`config.mk`:
```
export PLATFORM = sky130hd
export DESIGN_NAME = life_grid_reader
export DESIGN_NICKNAME = d
export VERILOG_FILES = /design/src/rtl/life_grid_reader.sv
export SDC_FILE = /design/constraint.sdc
export NUM_CORES = 1
export LEC_CHECK = 0
export ABC_AREA = 1
export CAP_MARGIN = 20
export CORE_MARGIN = 1
export CORE_UTILIZATION = 30
export DETAILED_ROUTE_END_ITERATION = 6
export SETUP_SLACK_MARGIN = 0.1
export SLEW_MARGIN = 10
export SYNTH_ARGS = -nofsm -noshare
export SYNTH_HDL_FRONTEND = slang
export SYNTH_SLANG_ARGS = --single-unit
```
`constraint.sdc`:
```
create_clock -name clk -period 2.3 [get_ports clk]
set_clock_uncertainty 0.15 [all_clocks]
set_input_delay 0.69 -clock clk [delete_from_list [all_inputs] [get_ports clk]]
set_output_delay 0.69 -clock clk [all_outputs]
set_load 0.005 [all_outputs]
```
`src/rtl/life_grid_reader.sv`:
```
// Captures an N x N cell grid on request and streams it row by row over a valid/ready handshake.
// Optional STILL_LIFE_DETECT_EN adds a 'stable' output flagging a capture identical to the previous one.
module life_grid_reader #(
  parameter int unsigned N = 4,
  localparam int unsigned IW = ($clog2(N) > 1) ? $clog2(N) : 1
) (
  input  logic            clk,
  input  logic            nrst,
  input  logic [N*N-1:0]  cells,
  input  logic            snap_req,
  output logic            busy,
  output logic            row_valid,
  input  logic            row_ready,
  output logic [N-1:0]    row_data,
  output logic [IW-1:0]   row_idx,
  output logic            row_last,
`ifdef STILL_LIFE_DETECT_EN
  output logic            stable,
`endif
  output logic            overrun
);

  typedef enum logic {IDLE, SEND} state_e;

  state_e           state_q, state_d;
  logic [N*N-1:0]   snap_q, snap_d;
  logic [IW-1:0]    row_q, row_d;
  logic             overrun_q, overrun_d;
  logic             capture;
  logic             xfer;
  logic             last_row;

  assign last_row = (row_q == IW'(N-1));

  always_comb begin
    state_d   = state_q;
    snap_d    = snap_q;
    row_d     = row_q;
    overrun_d = overrun_q;
    capture   = 1'b0;
    xfer      = (state_q == SEND) && row_ready;

    case (state_q)
      IDLE: begin
        if (snap_req) capture = 1'b1;
      end
      SEND: begin
        if (xfer) begin
          if (last_row) begin
            if (snap_req) begin
              capture = 1'b1;
            end else begin
              state_d = IDLE;
              row_d   = '0;
            end
          end else begin
            row_d = row_q + IW'(1);
          end
        end
        // A request is only honoured when it lands on the final-row handshake.
        if (snap_req && !(xfer && last_row)) overrun_d = 1'b1;
      end
      default: state_d = IDLE;
    endcase

    if (capture) begin
      snap_d  = cells;
      row_d   = '0;
      state_d = SEND;
    end
  end

  always_ff @(posedge clk or negedge nrst) begin
    if (!nrst) begin
      state_q   <= IDLE;
      snap_q    <= '0;
      row_q     <= '0;
      overrun_q <= 1'b0;
    end else begin
      state_q   <= state_d;
      snap_q    <= snap_d;
      row_q     <= row_d;
      overrun_q <= overrun_d;
    end
  end

`ifdef STILL_LIFE_DETECT_EN
  logic stable_q, stable_d;
  logic hist_valid_q, hist_valid_d;

  always_comb begin
    stable_d     = stable_q;
    hist_valid_d = hist_valid_q;
    if (capture) begin
      stable_d     = hist_valid_q && (cells == snap_q);
      hist_valid_d = 1'b1;
    end
  end

  always_ff @(posedge clk or negedge nrst) begin
    if (!nrst) begin
      stable_q     <= 1'b0;
      hist_valid_q <= 1'b0;
    end else begin
      stable_q     <= stable_d;
      hist_valid_q <= hist_valid_d;
    end
  end

  assign stable = stable_q;
`endif

  always_comb begin
    busy      = (state_q == SEND);
    row_valid = (state_q == SEND);
    row_idx   = '0;
    row_last  = 1'b0;
    row_data  = '0;
    if (state_q == SEND) begin
      row_idx  = row_q;
      row_last = last_row;
      for (int unsigned r = 0; r < N; r++) begin
        if (row_q == IW'(r)) row_data = snap_q[r*N +: N];
      end
    end
  end

  assign overrun = overrun_q;

endmodule

```
==> impl_metrics.env, run 1 <==
export IMPL_yosys_top_cells_count="36 x nand2_1, 36 x nand3_1, 20 x dfrtp_1"
export IMPL_drive_above_1_share=0.306
export IMPL_first_global_vias=1035
export IMPL_synth_seq_cells=20
export IMPL_cts_made_buffers=3
export IMPL_power_mw=1.98
export IMPL_dpl_cell_count=213
export IMPL_clock_latency_ns=0.26
export IMPL_cts_reportedPaths_clkPinSlew_ns=0.08
export IMPL_die_y_um=63.2
export IMPL_grt_max_degree=21
export IMPL_ys_flop_type="dfrtp_1"
export IMPL_cp_required_ns=1.46
export IMPL_diodes=0
export IMPL_fin_ws_ns=-0.0541
export IMPL_utilization=0.486
export IMPL_crit_top_cell="buf_6"
export IMPL_max_vdd_ir_drop_v=0.000483
export IMPL_synth_area_leader_cell="dfrtp_1"
export IMPL_cts_buffer_depth=2
export IMPL_ios=30
export IMPL_syn_mean_instance_area_um2=8.08
export IMPL_slew_headroom=0.776
export IMPL_routabilityCongestion=0.831
export IMPL_multiInputGateArea_um2=588
export IMPL_regArea_um2=503
export IMPL_initial_core_util=0.324
export IMPL_fin_cells=226
export IMPL_p_leak_nw=0.824
export IMPL_htree_levels=1
export IMPL_ant_nets=0
export IMPL_synth_edf_count=0
export IMPL_core_mm2=0.00347
export IMPL_cts_tree="built"
export IMPL_status="complete, but fails checks"
export IMPL_die_w_um=63.2
export IMPL_slew_viol_final=0
export IMPL_async_flop_share=1.00
export IMPL_violations="negative setup slack"
export IMPL_numClockSinks=20
export IMPL_drc_errors=0
export IMPL_rows=21
export IMPL_grt_pass1_wl_mm=4.71
export IMPL_maxClockFrequency_ghz=0.425
export IMPL_critPathKind="flip-flop to primary output"
export IMPL_worstPathCellList="buf_6 > inv_6 > ha_4 > buf_6 > nand2_2 > nand3_2 > a21oi_2 > buf_2"
export IMPL_track_usage=0.154
export IMPL_vias=1048
export IMPL_finalHoldViolations=0
export IMPL_setup_viol=4
export IMPL_syn2layout_area_growth_pct=49.9
export IMPL_max_stage_delay_ns=0.42
export IMPL_fin_nets=205
export IMPL_placed_area_mm2=0.00145
export IMPL_totalWireLength_mm=2.81
export IMPL_yosys_warnings=0
export IMPL_die_area_mm2=0.00399
export IMPL_synthCells=139
export IMPL_synth_nets=163
export IMPL_vias_per_cell=4.64
export IMPL_grt_overflow=0
export IMPL_portBuffers=29
export IMPL_worst_slew_pin_slew_ns=0.335
export IMPL_hold_class="flip-flop to flip-flop"
export IMPL_cp_num_buf_inv=4
export IMPL_drv_cap=0
export IMPL_min_period_ns=2.35
export IMPL_path_delay_family="buffers and inverters"
export IMPL_fin_crit_sh=1.02
export IMPL_rsz0062_at_grt="yes"
export IMPL_synth_area_mm2=0.00112
export IMPL_synth_cell_type_count=17
export IMPL_endpoint_kind="primary output"
export IMPL_cts_root_buffer="clkbuf_8"
export IMPL_dpl_hpwl_mm=1.97
export IMPL_synth_area_leaders="dfrtp_1 45%, nand3_1 16%, nand2_1 12%, ha_1 4.5%, inv_1 3.7%"
export IMPL_start_kind="flip-flop"
export IMPL_drtIter0Drc=31
export IMPL_dr_pass1_iters=4
export IMPL_worstPathMaxFanout=4
export IMPL_synth_top_area_frac=0.445
export IMPL_antenna_found_initial=0
export IMPL_design_area_mm2=0.00168
export IMPL_fillers=354
export IMPL_synth_seq_area_share=0.445
export IMPL_critical_path_slowest_cell="dfrtp_1"
export IMPL_fin_setup_tns_ns=-0.188
export IMPL_crit_arrival_ns=1.51
export IMPL_wire_per_inst_um=12.4
export IMPL_powerDensity_mw_per_mm2=1180
-- logic make-up after synthesis --
kind of cell	Yosys count	synth area share
compound gates	14	0.0746
fa+ha+maj	4	0.0445
flops	20	0.445
simple gates	79	0.325
buf+inv	22	0.110
-- layout make-up --
cell class,instances,share of cell area
clock buffers,4,0.0327
inverters,14,0.0401
multi-input cells,97,0.349
flip-flops and latches,20,0.299
well taps,46,0.0342
repair buffers,45,0.245
-- timing repair --
item | CTS | global route
resized for setup | 54 | 7
buffers inserted | 8 | 1
endpoints found under the hold margin | 0 | 0
hold buffers | 0 | 0
endpoints found under the setup margin | 9 | 6
pin swaps | 12 | 5
-- flip-flops by register name, indices dropped and copies added (netlist names) --
register and cells:
row_q 2, overrun 1, busy 1, snap_q 16
-- through the flow --
step                hold WS [ns]  worst slack (ns)
global route               0.334            -0.111
CTS                        0.321           -0.0487
floorplan                  0.244             0.375
detailed placement         0.303            -0.214
global placement           0.289            -0.179
finish                     0.316           -0.0541
-- worst register-to-register path: stages, from the launching register on --
cell and delay (ns):
dfrtp_1 0.43, buf_4 0.16, ha_4 0.17, buf_6 0.13
buf_4 0.15, a21oi_4 0.15, inv_2 0.15, nand3_1 0.11
nand2_1 0.06
-- power by group --
group	internal, mW	total (mW)	leakage, nW	switching [mW]
combinational	0.552	1.10	0.553	0.549
clock	0.152	0.269	0.0288	0.117
sequential	0.501	0.610	0.242	0.108
-- per-layer routing --
layer / track usage / vias to the layer above / share of wire
met5: 0 / - / 0
met2: 0.267 / 21 / 0.51
met3: 0.0344 / 6 / 0.041
met4: 0.0710 / 0 / 0.019
met1: 0.179 / 483 / 0.43
li1: - / 538 / -
-- final timing paths --
kind / slack [ns] / cells after the start / to / start
worst max-delay path: -0.05 / 8 / row_data[2] / row_q[1]$_DFFE_PN0P_
worst min register to register: 0.32 / 1 / overrun$_DFFE_PN0P_ / overrun$_DFFE_PN0P_
max in group asynchronous: 1.15 / 2 / busy$_DFF_PN0_ / nrst
worst max register to register: 0.54 / 8 / snap_q[12]$_DFFE_PN0P_ / row_q[1]$_DFFE_PN0P_
worst min-delay path: 0.32 / 1 / overrun$_DFFE_PN0P_ / overrun$_DFFE_PN0P_
min in group asynchronous: 0.62 / 2 / row_q[1]$_DFFE_PN0P_ / nrst
-- cells in the final DEF (no fill, tap or decap), types with 2 or more instances in the layout --
cell             instances
a21oi_1                  2
nand4_1                  2
dfrtp_2                  2
buf_2                    4
buf_4                    9
buf_6                    7
inv_1                    5
clkbuf_8                 4
nand3_1                 34
a21oi_2                  5
dfrtp_1                 18
clkdlybuf4s50_1         22
nor2_1                   2
ha_4                     4
o21ai_0                  5
nand2_2                  5
inv_2                    4
nand2_1                 32
nand3_2                  2
inv_4                    4
Note: power is estimated with default switching activity, not from simulation.
==> inputs of run 2 (changes only) <==
clock period = 2.75 ns   (was 2.3 ns; I/O delays follow)
==> run 2 against run 1 <==
Sequential power decreased by 15%. Combinational power is 31% lower. Register-to-register slack improved by 0.70 ns. Highest routed layer unchanged. Clock power decreased by 18%. Largest power group unchanged. The flow now finishes without violations. Critical path type unchanged.
==> impl_metrics.env, run 2 (synthesis results as in run 1) <==
export IMPL_initial_core_util=0.324
export IMPL_grt_max_degree=21
export IMPL_drive_above_1_share=0.194
export IMPL_ctsHoldBuffers=0
export IMPL_first_global_vias=1052
export IMPL_slew_viol_final=0
export IMPL_cts_root_buffer="clkbuf_8"
export IMPL_syn2layout_area_growth_pct=39.3
export IMPL_fin_nets=195
export IMPL_cts_tree="built"
export IMPL_grt_overflow=0
export IMPL_fin_setup_tns_ns=0
export IMPL_mostFrequentLayoutCells="36 x nand2_1, 36 x nand3_1, 25 x clkdlybuf4s50_1"
export IMPL_worstPathCellList="ha_4 > buf_8 > nand2_1 > inv_2 > clkdlybuf4s50_1"
export IMPL_die_area_mm2=0.00399
export IMPL_core_mm2=0.00347
export IMPL_die_w_um=63.2
export IMPL_diodes=0
export IMPL_powerDensity_mw_per_mm2=956
export IMPL_critical_path_slowest_cell="clkdlybuf4s50_1"
export IMPL_critPathKind="flip-flop to primary output"
export IMPL_largest_register_ffs=16
export IMPL_drtIter0Drc=34
export IMPL_cts_made_buffers=3
export IMPL_vias_per_cell=4.83
export IMPL_grt_pass1_wl_mm=4.58
export IMPL_numClockSinks=20
export IMPL_setup_viol=0
export IMPL_die_y_um=63.2
export IMPL_fin_crit_sh=0.939
export IMPL_cp_required_ns=1.78
export IMPL_clock_latency_ns=0.25
export IMPL_ios=30
export IMPL_worst_slew_pin_slew_ns=0.361
export IMPL_rows=21
export IMPL_hold_class="flip-flop to flip-flop"
export IMPL_max_stage_delay_ns=0.49
export IMPL_htree_levels=1
export IMPL_crit_arrival_ns=1.61
export IMPL_track_usage=0.145
export IMPL_portBuffers=29
export IMPL_maxClockFrequency_ghz=0.387
export IMPL_endpoint_kind="primary output"
export IMPL_max_vdd_ir_drop_v=0.000429
export IMPL_cts_reportedPaths_clkPinSlew_ns=0.07
export IMPL_rsz0062_at_grt="no"
export IMPL_largest_register="snap_q"
export IMPL_totalWireLength_mm=2.65
export IMPL_vias=1044
export IMPL_reg_top3="snap_q: 16 flops, row_q: 2 flops"
export IMPL_min_period_ns=2.58
export IMPL_finalHoldViolations=0
export IMPL_ant_nets=0
export IMPL_dr_pass1_iters=4
export IMPL_wire_per_inst_um=12.3
export IMPL_dpl_hpwl_mm=2.01
export IMPL_antenna_found_initial=0
export IMPL_cts_buffer_depth=2
export IMPL_drc_errors=0
export IMPL_worstPathMaxFanout=7
export IMPL_power_mw=1.50
export IMPL_slew_headroom=0.760
export IMPL_status="complete, no violations"
export IMPL_start_kind="flip-flop"
export IMPL_drv_cap=0
export IMPL_p_leak_nw=0.750
export IMPL_routabilityCongestion=0.826
==> run 2: changes by cell type in the layout (fill, tap and decap cells not counted), moves of 4 or more <==
cell,before,now
buf_6,7,0
buf_2,4,0
buf_4,9,5
inv_2,4,8
nand2_1,32,36
nand2_2,5,1
==> run 2: worst paths after layout <==
check / startpoint / end / slack [ns] / cells past startpoint
min in group asynchronous: nrst / snap_q[14]$_DFFE_PN0P_ / 0.76 / 2
max in group asynchronous: nrst / row_q[1]$_DFFE_PN0P_ / 1.47 / 2
hold reg to reg: overrun$_DFFE_PN0P_ / overrun$_DFFE_PN0P_ / 0.32 / 1
setup / recovery: row_q[0]$_DFFE_PN0P_ / row_last / 0.17 / 5
setup reg to reg: row_q[0]$_DFFE_PN0P_ / snap_q[3]$_DFFE_PN0P_ / 1.24 / 6
hold / removal: overrun$_DFFE_PN0P_ / overrun$_DFFE_PN0P_ / 0.32 / 1
==> run 2: repair_timing <==
action                                 CTS  global route
setup endpoints to repair                4             2
buffers inserted                         1             1
endpoints found under the hold margin    0             0
pin swaps                                0             1
gates resized for setup                 20             8
==> run 2: worst max-delay path: cells and delay by family, from the launching register on <==
family / cells / cell delay [ns]
DFF: 1 / 0.43
and+or+nand+nor: 1 / 0.06
buffers and inverters: 3 / 0.69
adders and majority gates: 1 / 0.17
==> run 2: where the power goes <==
group / internal (mW) / switching (mW)
clock network: 0.127 / 0.0941
registers: 0.420 / 0.0998
logic: 0.371 / 0.385
==> run 2: per-layer routing <==
metal	wire length [µm]	global-route usage
met5	0	0
met3	74	0.0272
met1	1220	0.174
met2	1340	0.263
met4	22	0.0341
==> run 2: stage by stage <==
stage	instance area, µm²	hold slack [ns]	utilization	setup slack [ns]	cells
after detailed placement	1430	0.306	0.412	0.0829	210
after CTS	1540	0.324	0.444	0.106	215
after floorplan	1120	0.301	-	0.690	139
after global routing	1570	0.344	0.451	0.100	216
final	1570	0.321	0.451	0.168	216
after global placement	1430	0.288	0.412	0.133	210
==> run 2: layout make-up <==
| cell class | instances | area, µm² |
|---|---|---|
| Timing Repair Buffer | 35 | 334 |
| Multi-Input combinational cell | 97 | 561 |
| Fill cell | 374 | 1900 |
| Inverter | 14 | 55.1 |
| Sequential cell | 20 | 503 |
| Clock buffer | 4 | 55.1 |
| Tap cell | 46 | 57.6 |
==> inputs of run 3 (changes only) <==
CORE_ASPECT_RATIO = 0.7   (was unset)
CORE_UTILIZATION = 51   (was 30)
GPL_TIMING_DRIVEN = 1   (was unset)
PLACE_DENSITY = 0.84   (was unset)
==> run 3 against run 2 <==
Combinational power increased by 4.4%. Register-to-register slack got worse by 0.19 ns. Critical endpoint is now row_data[3]. Utilization increased by 32 points. Die area decreased by 40%.
==> impl_metrics.env, run 3 (synthesis results as in run 1) <==
export IMPL_status="complete, no violations"
export IMPL_place_ws_ns=0.0578
export IMPL_die_w_um=58.1
export IMPL_track_usage=0.272
export IMPL_start_kind="flip-flop"
export IMPL_grt_max_degree=21
export IMPL_cp_required_ns=1.78
export IMPL_drc_errors=0
export IMPL_fin_ws_ns=0.175
export IMPL_cts_root_buffer="clkbuf_4"
export IMPL_r2r_start="row_q[0]$_DFFE_PN0P_"
export IMPL_fin_setup_tns_ns=0
export IMPL_worstPathMaxFanout=6
export IMPL_cts_tree="built"
export IMPL_grt_overflow=0
export IMPL_ant_nets=0
export IMPL_grt_pass1_wl_mm=4.54
export IMPL_fin_cells=203
export IMPL_first_global_vias=1007
export IMPL_drive_above_1_share=0.214
export IMPL_syn2layout_area_growth_pct=36.0
export IMPL_drtIter0Drc=69
export IMPL_rr_worst_depth=7
export IMPL_finalHoldViolations=0
export IMPL_critPathKind="flip-flop to primary output"
export IMPL_r2r_end="snap_q[7]$_DFFE_PN0P_"
export IMPL_cts_reportedPaths_clkPinSlew_ns=0.12
export IMPL_largest_register="snap_q"
export IMPL_wire_per_inst_um=15.6
export IMPL_ios=30
export IMPL_antenna_found_initial=0
export IMPL_min_period_ns=2.57
export IMPL_utilization=0.776
export IMPL_maxClockFrequency_ghz=0.388
export IMPL_p_leak_nw=0.759
export IMPL_initial_core_util=0.571
export IMPL_fin_crit_sh=0.936
export IMPL_rows=13
export IMPL_cts_buffer_depth=2
export IMPL_fin_nets=198
export IMPL_totalWireLength_mm=3.16
export IMPL_slew_headroom=0.725
export IMPL_slew_viol_final=0
export IMPL_clock_latency_ns=0.31
export IMPL_rsz0062_at_grt="no"
export IMPL_largest_register_ffs=16
export IMPL_ff2ff_setup_slack_ns=1.05
export IMPL_drv_cap=0
export IMPL_vias=1146
export IMPL_diodes=0
export IMPL_max_vdd_ir_drop_v=0.000465
export IMPL_die_area_mm2=0.00240
export IMPL_min_delay_path_depth=2
export IMPL_core_mm2=0.00197
export IMPL_powerDensity_mw_per_mm2=975
export IMPL_reg_top3="snap_q: 16 flops, row_q: 2 flops"
export IMPL_portBuffers=29
export IMPL_hold_start="snap_q[14]$_DFFE_PN0P_"
export IMPL_dpl_cell_count=194
export IMPL_worst_slew_pin_slew_ns=0.412
export IMPL_vias_per_cell=5.65
export IMPL_placed_area_mm2=0.00141
export IMPL_design_area_mm2=0.00153
export IMPL_cts_made_buffers=3
export IMPL_fillers=137
export IMPL_crit_arrival_ns=1.60
export IMPL_numClockSinks=20
export IMPL_hold_class="flip-flop to flip-flop"
export IMPL_endpoint_kind="primary output"
export IMPL_mostFrequentLayoutCells="36 x nand2_1, 36 x nand3_1, 24 x clkdlybuf4s50_1"
export IMPL_htree_levels=1
export IMPL_dpl_hpwl_mm=2.05
export IMPL_dr_pass1_iters=4
export IMPL_holdPathEnd="snap_q[14]$_DFFE_PN0P_"
export IMPL_routabilityCongestion=0.872
export IMPL_setup_viol=0
export IMPL_die_y_um=41.3
==> run 3: area by class of cell <==
type                       instances  area (µm²)  share of cell area
multi-input combinational         97         551               0.360
inverter                          14        57.6              0.0377
tap                               30        37.5              0.0246
sequential                        20         502               0.328
timing repair buffer              38         344               0.225
clock buffer                       4        36.3              0.0238
==> run 3: worst max-delay path by stage <==
stage / startpoint / to
5_1_grt: row_q[0]$_DFFE_PN0P_ / row_data[0]
6_report: row_q[1]$_DFFE_PN0P_ / row_data[3]
3_3_place_gp: row_q[1]$_DFFE_PN0P_ / row_data[1]
3_5_place_dp: row_q[1]$_DFFE_PN0P_ / row_data[3]
4_1_cts: row_q[1]$_DFFE_PN0P_ / row_data[2]
2_1_floorplan: row_q[0]$_DFFE_PN0P_ / row_data[0]
==> run 3: critical path, stage by stage, from the launching register on <==
cell	delay [ns]
dfrtp_1	0.47
ha_2	0.24
buf_6	0.11
buf_6	0.14
a21oi_2	0.04
a21oi_1	0.16
clkbuf_2	0.14
==> run 3: metal layers <==
metal,part of all wire,GRT usage
met1,0.39,0.316
met2,0.50,0.491
met3,0.081,0.0757
met4,0.027,0.119
met5,0,0
==> run 3: timing repair <==
action / CTS / global route
resized for setup: 18 / 15
pin swaps: 1 / 2
buffers inserted: 5 / 0
hold buffers: 0 / 0
setup endpoints to repair: 5 / 4
==> run 3: through the flow <==
| stage | hold WS (ns) | total power [mW] |
|---|---|---|
| floorplan | 0.301 | 0.906 |
| global placement | 0.290 | 1.16 |
| detailed placement | 0.306 | 1.20 |
| CTS | 0.331 | 1.43 |
| global route | 0.371 | 1.58 |
| finish | 0.360 | 1.49 |
==> run 3: power by group <==
group          internal (mW)  switching [mW]
Combinational          0.367           0.421
Sequential             0.418           0.108
Clock                 0.0809          0.0951
==> RTL edit (flow settings as in run 1) <==
Build with the macro `STILL_LIFE_DETECT_EN` defined.
--- a/src/rtl/life_grid_reader.sv
+++ b/src/rtl/life_grid_reader.sv
@@ -1,5 +1,7 @@
 // Captures an N x N cell grid on request and streams it row by row over a valid/ready handshake.
 // Optional STILL_LIFE_DETECT_EN adds a 'stable' output flagging a capture identical to the previous one.
+`define STILL_LIFE_DETECT_EN
+
 module life_grid_reader #(
   parameter int unsigned N = 4,
   localparam int unsigned IW = ($clog2(N) > 1) ? $clog2(N) : 1
Check against the original RTL (old outputs only; new: stable): equivalent (equiv_simple and equiv_induct, registers matched by name and starting in step).
==> RTL edit against run 1 <==
- the flow still finishes with violations (setup timing)
- routed wire length rose by 17%
- final area grew 17%
- setup slack got worse by 0.034 ns
- final cell count is 35% higher
- sequential cell count up 2
- combinational power increased by 14%
- area after synthesis up 23%
- power up 12%
- largest power group unchanged
==> RTL edit: results (changes against run 1) <==
===================================================================
Delay of the slowest critical-path stage .............      0.45 ns   +0.03 ns
Worst path setup slack after routing .................   -0.0877 ns   -0.0336 ns
Static power due to leakage ..........................      1.04 nW   +26%
CP delay by family, top ..............................   flip-flops
Number of library cell types mapped by synthesis .....           20   +3
First-pass GRT wire length ...........................      5690 um   +21%
Overall routing resource usage .......................        0.143   -0.0111
Post-detailed-route wirelength per cell ..............      10.8 um   -13%
Starting DRT DRC Count ...............................           74   +140%
Critical path's slowest cell .........................      dfrtp_2
Routed WL ............................................      3290 um   +17%
Run status ........................................... finished with violations
Count of nets after finishing ........................          278   +36%
Ranking of synthesized cells by area ................. dfrtp_1 (40%), nand2_1 (20%), inv_1 (11%)
Violations in the final reports ...................... setup timing
Top fanout value on the critical path ................            5   +1
Number of instances in the synthesized netlist .......          206   +48%
Worst IR Drop VDD ....................................       574 uV   +19%
Fraction of the yosys area taken by sequential cells .        0.397   -0.0483
Placed standard-cell area ............................     1810 um2   +24%
Setup tns final ......................................    -0.327 ns   -0.139 ns
Final HPWL DP ........................................      2440 um   +24%
Post-Place Cells .....................................          296   +39%
Post-synthesis net count .............................          230   +41%
Final setup fails ....................................            4   unchanged
Met2 usage ...........................................        0.241   -0.0260
Slew at the pin with the worst max-slew slack ........     0.335 ns   +0.000369 ns
GP Congestion ........................................        0.833   +0.34%
Met1 Wirelength ......................................      1580 um   +30%
===================================================================
RTL edit: cell type report:
type | count | area (um2)
clock buffer | 4 | 55.1
timing repair buffer | 48 | 427
multi-input combinational | 138 | 723
fill | 483 | 2410
inverter | 41 | 156
sequential | 22 | 552
tap | 52 | 65.1
RTL edit: power by group:
| group | internal (mW) | switching [mW] | total (mW) | leakage [nW] |
|---|---|---|---|---|
| clock | 0.153 | 0.130 | 0.282 | 0.0288 |
| sequential | 0.550 | 0.141 | 0.691 | 0.261 |
| combinational | 0.602 | 0.645 | 1.25 | 0.748 |
| total | 1.30 | 0.915 | 2.22 | 1.04 |
RTL edit: path summary, 6_finish.rpt:
kind	from	endpoint	slack, ns	cells after the start
max	row_q[0]	row_data[0]	-0.09	8
min	hist_valid_q	hist_valid_q	0.32	1
max reg2reg	row_q[0]	row_q[1]	0.54	8
min reg2reg	hist_valid_q	hist_valid_q	0.32	1
max in group asynchronous	nrst	row_q[0]	1.13	2
min in group asynchronous	nrst	snap_q[13]	0.62	2
RTL edit: worst reg2reg max path, cell delays in order, from the launching register on:
cell and delay [ns]:
dfrtp_2 0.42, buf_6 0.12, ha_4 0.16, buf_6 0.11, a21oi_2 0.06, nor2_4 0.28, inv_1 0.17, nand3_1 0.09
o21ai_0 0.08
RTL edit: cells by family (layout without fill, tap and decap cells):
logic type / after synthesis / after routing / share of synthesized area
xor+xnor: 3 / 3 / 0.0190
buf+inv: 46 / 93 / 0.142
simple gates: 97 / 97 / 0.273
flops: 22 / 22 / 0.397
compound gates: 34 / 34 / 0.133
fa+ha+maj: 4 / 4 / 0.0361
RTL edit: repair_timing:
item,CTS,global route
setup endpoints to repair,9,7
pin swaps,10,10
hold buffers,0,0
gates resized for setup,44,9
setup buffers,5,0
hold endpoints to repair,0,0
